**src/rtl/ocx_tlx_rcv_pkg.sv**
```systemverilog
// Shared types for the TLX receive-side command path.
package ocx_tlx_rcv_pkg;

    localparam int INFO_W = 168;

    typedef enum logic {
        INIT,
        RUN
    } state_e;

    typedef logic [INFO_W-1:0] cmd_info_t;

endpackage

```
**src/rtl/ocx_tlx_sync_fifo_mem.sv**
```systemverilog
// Storage array for the receive command FIFO: one write port, one asynchronous read port.
module ocx_tlx_sync_fifo_mem
    import ocx_tlx_rcv_pkg::*;
#(
    parameter int DEPTH = 16,
    parameter int WIDTH = INFO_W,
    localparam int AW   = $clog2(DEPTH)
) (
    input  logic             clk,
    input  logic             we,
    input  logic [AW-1:0]    waddr,
    input  logic [WIDTH-1:0] wdata,
    input  logic [AW-1:0]    raddr,
    output logic [WIDTH-1:0] rdata
);

    logic [WIDTH-1:0] mem_q [DEPTH];

    // Data carries no reset; validity is tracked entirely by the pointers.
    always_ff @(posedge clk) begin
        if (we) begin
            mem_q[waddr] <= wdata;
        end
    end

    assign rdata = mem_q[raddr];

endmodule

```
**src/rtl/ocx_tlx_rcv_cmd_queue.sv**
```systemverilog
// Receive-side VC1 command queue: buffers parsed commands and issues them to the AFU
// under AFU credit, returning one VC1 credit to the transmitter per issued command.
module ocx_tlx_rcv_cmd_queue #(
    parameter int DEPTH  = 16,
    parameter int INFO_W = ocx_tlx_rcv_pkg::INFO_W,
    parameter int CRED_W = 7,
    localparam int AW    = $clog2(DEPTH)
) (
    input  logic              tlx_clk,
    input  logic              reset_n,
    input  logic              fp_rcv_cmd_valid,
    input  logic [INFO_W-1:0] fp_rcv_cmd_info,
    input  logic [CRED_W-1:0] afu_tlx_cmd_initial_credit,
    input  logic              afu_tlx_cmd_credit,
    output logic              tlx_afu_cmd_valid,
    output logic [INFO_W-1:0] tlx_afu_cmd_info,
    output logic              rcv_xmt_vc1_credit_v,
    output logic [AW:0]       cmd_fifo_count,
    output logic              cmd_fifo_overflow,
    output logic              cmd_credit_err
);

    import ocx_tlx_rcv_pkg::*;

    state_e state_q, state_d;

    logic [AW:0]       wptr_q, wptr_d;
    logic [AW:0]       rptr_q, rptr_d;
    logic [AW:0]       count_q, count_d;
    logic [CRED_W-1:0] afu_cred_q, afu_cred_d;
    logic [CRED_W-1:0] cred_max_q, cred_max_d;
    logic [INFO_W-1:0] info_q, info_d;
    logic              valid_q;
    logic              overflow_q, overflow_d;
    logic              cred_err_q, cred_err_d;

    logic              full;
    logic              empty;
    logic              pop;
    logic              push_ok;
    logic [CRED_W:0]   cred_sum;
    logic              cred_over;
    logic [INFO_W-1:0] rd_data;

    assign full    = (wptr_q[AW] != rptr_q[AW]) && (wptr_q[AW-1:0] == rptr_q[AW-1:0]);
    assign empty   = (wptr_q == rptr_q);
    assign pop     = (state_q == RUN) && !empty && (afu_cred_q != '0);
    // A pop frees a slot in the same cycle, so a full queue can still accept a push.
    assign push_ok = fp_rcv_cmd_valid && (!full || pop);

    assign cred_sum  = {1'b0, afu_cred_q} - (CRED_W+1)'(pop) + (CRED_W+1)'(afu_tlx_cmd_credit);
    assign cred_over = (cred_sum > {1'b0, cred_max_q});

    ocx_tlx_sync_fifo_mem #(
        .DEPTH (DEPTH),
        .WIDTH (INFO_W)
    ) u_mem (
        .clk   (tlx_clk),
        .we    (push_ok),
        .waddr (wptr_q[AW-1:0]),
        .wdata (fp_rcv_cmd_info),
        .raddr (rptr_q[AW-1:0]),
        .rdata (rd_data)
    );

    always_comb begin
        state_d = state_q;
        case (state_q)
            INIT:    state_d = RUN;
            RUN:     state_d = RUN;
            default: state_d = INIT;
        endcase
    end

    always_comb begin
        wptr_d     = wptr_q + (AW+1)'(push_ok);
        rptr_d     = rptr_q + (AW+1)'(pop);
        count_d    = count_q + (AW+1)'(push_ok) - (AW+1)'(pop);
        info_d     = pop ? rd_data : info_q;
        overflow_d = overflow_q | (fp_rcv_cmd_valid & ~push_ok);
        afu_cred_d = afu_cred_q;
        cred_max_d = cred_max_q;
        cred_err_d = cred_err_q;
        if (state_q == INIT) begin
            afu_cred_d = afu_tlx_cmd_initial_credit;
            cred_max_d = afu_tlx_cmd_initial_credit;
        end else if (cred_over) begin
            // An excess credit return is discarded; only the pop is accounted.
            afu_cred_d = afu_cred_q - CRED_W'(pop);
            cred_err_d = 1'b1;
        end else begin
            afu_cred_d = cred_sum[CRED_W-1:0];
        end
    end

    always_ff @(posedge tlx_clk or negedge reset_n) begin
        if (!reset_n) begin
            state_q    <= INIT;
            wptr_q     <= '0;
            rptr_q     <= '0;
            count_q    <= '0;
            afu_cred_q <= '0;
            cred_max_q <= '0;
            info_q     <= '0;
            valid_q    <= 1'b0;
            overflow_q <= 1'b0;
            cred_err_q <= 1'b0;
        end else begin
            state_q    <= state_d;
            wptr_q     <= wptr_d;
            rptr_q     <= rptr_d;
            count_q    <= count_d;
            afu_cred_q <= afu_cred_d;
            cred_max_q <= cred_max_d;
            info_q     <= info_d;
            valid_q    <= pop;
            overflow_q <= overflow_d;
            cred_err_q <= cred_err_d;
        end
    end

    assign tlx_afu_cmd_valid    = valid_q;
    assign rcv_xmt_vc1_credit_v = valid_q;
    assign tlx_afu_cmd_info     = info_q;
    assign cmd_fifo_count       = count_q;
    assign cmd_fifo_overflow    = overflow_q;
    assign cmd_credit_err       = cred_err_q;

endmodule

```
**config.mk**
```make
export PLATFORM = sky130hd
export DESIGN_NAME = ocx_tlx_rcv_cmd_queue
export DESIGN_NICKNAME = d
export VERILOG_FILES = /design/src/rtl/ocx_tlx_rcv_pkg.sv /design/src/rtl/ocx_tlx_sync_fifo_mem.sv /design/src/rtl/ocx_tlx_rcv_cmd_queue.sv
export SDC_FILE = /design/constraint.sdc
export NUM_CORES = 2
export LEC_CHECK = 0
export ABC_AREA = 1
export BUFFER_PORTS_ARGS = -buffer_cell sky130_fd_sc_hd__buf_4
export CAP_MARGIN = 20
export CORE_ASPECT_RATIO = 0.5
export CORE_MARGIN = 8
export CORE_UTILIZATION = 40
export CTS_CLUSTER_DIAMETER = 60
export DETAILED_ROUTE_END_ITERATION = 6
export PLACE_DENSITY = 0.63
export SLEW_MARGIN = 40
export SYNTH_ARGS = -nofsm -noshare
export SYNTH_HDL_FRONTEND = slang
export SYNTH_SLANG_ARGS = --single-unit
```
**constraint.sdc**
```tcl
create_clock -name tlx_clk -period 15.95 [get_ports tlx_clk]
set_input_delay 2.3925 -clock tlx_clk [delete_from_list [all_inputs] [get_ports tlx_clk]]
set_output_delay 2.3925 -clock tlx_clk [all_outputs]
set_load 0.05 [all_outputs]
```
==> results.json <==
{
  "outcome": "finished clean",
  "cts_htree_levels": 5,
  "ir_worst_vdd_v": 0.0002019,
  "groute.usage.overall_pct": 18.95,
  "start_util_pct": 40.29,
  "synth-seq-area-share_pct": 76.22,
  "maxSlewViolCount": 0,
  "cts_buffers": 276,
  "pwr-share-clk_pct": 26.5,
  "grt.overflow.total": 0,
  "final_antenna_net_count": 0,
  "cts-root-buf": "clkbuf_16",
  "worst-setup-path-type": "reg -> reg",
  "timing_hold_violations_final": 0,
  "dp_hpwl_um": 152600,
  "drive_gt1_share_pct": 9.857,
  "worstPathMaxFanout": 157,
  "yosysWarnings": 0,
  "port_buffers": 355,
  "worstMarginPinSlew_ns": 0.8713,
  "p_int_mw": 15.27,
  "grt_pass1_wl_um": 440800,
  "synth_seq_cells": 2889,
  "setup_viol": 0,
  "netSwitchingFraction_pct": 37.36,
  "insertion_delay_ns": 0.82,
  "fmax_ghz": 0.1818,
  "clkTransAtPathRegs_ns": 0.07,
  "max-slew-margin-rel_pct": 41.91,
  "final_design_area_no_fill_um2": 128200,
  "viasPerCell": 5.464,
  "drt-initial-drc-count": 6948,
  "synth_cell_type_count": 33,
  "syn_avg_cell_area_um2": 13.06,
  "nNetsFinal": 9005,
  "boundaryPins": 356,
  "cp.required_ns": 16.71,
  "cts.hold.buffers_added": 0,
  "rows": 137,
  "clockBufferDepth": 4,
  "seqPwrFrac_pct": 39.8,
  "total_power_mw": 24.38,
  "die_area_um2": 299500,
  "coreArea_um2": 279200,
  "p_per_area_nw_per_um2": 190.2,
  "ys.flop_type": "edfxtp_1",
  "post-route-util_pct": 45.90,
  "firstDrtPassIters": 6,
  "rsz0062_at_grt": "false",
  "die_height_um": 391.0,
  "placed_cell_area_um2": 119200,
  "critPathArrivalTime_ns": 6.26,
  "syn-cell-area_um2": 112500,
  "switching_power_mw": 9.108,
  "routed_wl_um": 295500,
  "antenna_found_initial": 30,
  "grt_max_degree": 239,
  "syn2layout_area_growth_pct": 13.93,
  "ctsResizeCount": 0,
  "via_count": 69830,
  "setup.worst_path.start_class": "flop",
  "cts_tree": "yes",
  "fin_crit_ns": 5.501,
  "die_w_um": 766.0,
  "finClkSkew_ns": 0.03371,
  "hold_class": "reg -> reg",
  "cap_violations": 0,
  "avgRoutedWirePerCell_um": 23.12,
  "gp_congestion": 0.7723,
  "fin_crit_sh_pct": 34.49,
  "setup_tns_ns": 0,
  "p_leak_nw": 42.38,
  "synthCells": 8616,
  "post_cts_buffers": 0,
  "end_kind": "flop",
  "clock_sinks": 2889,
  "first_global_vias": 68520,
  "drc": 0,
  "syn_nets": 8828,
  "combPwrFrac_pct": 33.7,
  "synth_edf_count": 2688,
  "synthArstFlopShare_pct": 6.957
}
==> synth_stat cells, types with 3 or more instances <==
cell type	n	area [µm²]
nand4_1	3	18.77
nor2_1	2045	7676
nand3_1	191	955.9
buf_1	28	105.1
edfxtp_1	2688	80720
ha_1	31	387.9
buf_4	33	247.7
a21oi_1	174	870.8
nand2_1	582	2185
inv_1	55	206.5
buf_6	24	270.3
clkbuf_1	303	1137
inv_2	3	11.26
o21ai_0	1353	6771
o22ai_1	336	2102
buf_2	190	950.9
xnor2_1	6	52.55
o211ai_1	336	2522
xor2_1	16	140.1
dfrtp_1	201	5030
==> power groups by stage <==
stage,clock (mW),sequential [mW],combinational (mW)
4_1_cts,6.56,9.73,8.25
6_report,6.46,9.71,8.21
2_1_floorplan,0,10.6,4.88
5_1_grt,6.84,9.79,9.01
3_5_place_dp,0,9.88,8.22
3_3_place_gp,0,9.90,7.99
==> metrics by stage <==
stage / cells / hold WS [ns] / worst slack, ns
4_1_cts: 12760 / 0.4781 / 10.44
5_1_grt: 12780 / 0.4819 / 10.07
3_3_place_gp: 12230 / 0.4556 / 9.838
3_5_place_dp: 12260 / 0.4626 / 10.41
2_1_floorplan: 8616 / 0.4555 / 1.233
6_report: 12780 / 0.4738 / 10.45
==> path summary, 6_finish.rpt <==
path,start,to,slack (ns),cells past startpoint
setup / recovery,rptr_q[1],afu_cred_q[4],10.45,23
hold / removal,cmd_credit_err,cmd_credit_err,0.47,1
setup reg to reg,rptr_q[1],afu_cred_q[4],10.45,23
hold reg to reg,cmd_credit_err,cmd_credit_err,0.47,1
max in group asynchronous,reset_n,tlx_afu_cmd_info[98],12.72,3
min in group asynchronous,reset_n,tlx_afu_cmd_info[10],1.47,1
==> critical path, stage by stage, from the launching register on <==
cell     delay (ns)
dfrtp_4        0.65
inv_12         0.58
nand2_1        0.15
a21oi_2        0.19
nand3_1        0.19
nand2_8        0.38
inv_8          0.29
ha_1           0.41
inv_1          0.05
ha_1           0.20
fa_1           0.47
nand2_1        0.10
nand2_1        0.06
xor2_1         0.19
inv_1          0.06
ha_1           0.26
and3_1         0.20
nand2_1        0.07
nand2_1        0.04
nand2_1        0.20
nand2_1        0.23
nand2_1        0.11
nand3_1        0.07
nand2_1        0.08
==> cell type report <==
type                    instances  area, µm²
multi-input cells            5087      23950
diodes                         17      42.54
clock buffers                 392       7814
flip-flops and latches       2889      85760
fillers                     24440     151100
well taps                    3753       4696
inverters                      60      304.0
repair buffers                479       4658
clock inverters               102      938.4
==> placed cells by master (no fill, tap or decap), types with 174 or more instances in the layout <==
master     instances
edfxtp_1        2688
nor2_1          2029
o21ai_0         1353
nand2_1          582
buf_4            387
o22ai_1          336
o211ai_1         336
clkbuf_16        285
dfrtp_1          198
nand3_1          191
a21oi_1          174
==> layer usage <==
metal  vias up  part of all wire, %  track usage [%]
li1      31760                    -                -
met3       517                  5.4            2.280
met1     35430                   42            24.94
met4        14                  3.1            6.439
met5         -                0.035                0
met2      2109                   50            32.71
==> cell families (layout without fill, tap and decap cells) <==
kind of cell / count (synthesis) / count (layout) / share of synthesized area [%]
xor gates and xnor gates: 22 / 22 / 0.1713
buffers and inverters: 640 / 1033 / 2.620
AOI/OAI and AO/OA: 2205 / 2205 / 10.95
adders and majority gates: 33 / 33 / 0.3804
other: 1 / 18 / 0.003333
and+or+nand+nor: 2826 / 2826 / 9.657
DFF: 2889 / 2889 / 76.22
==> registers in the layout, indices dropped and copies added, names as in the netlist <==
| name | count |
|---|---|
| rcv_xmt_vc1_credit_v | 1 |
| tlx_afu_cmd_info | 168 |
| afu_cred_q | 7 |
| cmd_credit_err | 1 |
| cmd_fifo_overflow | 1 |
| cmd_fifo_count | 5 |
| rptr_q | 5 |
| u_mem.mem_q | 2688 |
| state_q | 1 |
| cred_max_q | 7 |
| wptr_q | 5 |
No activity file was read; power rests on OpenSTA's default activity.
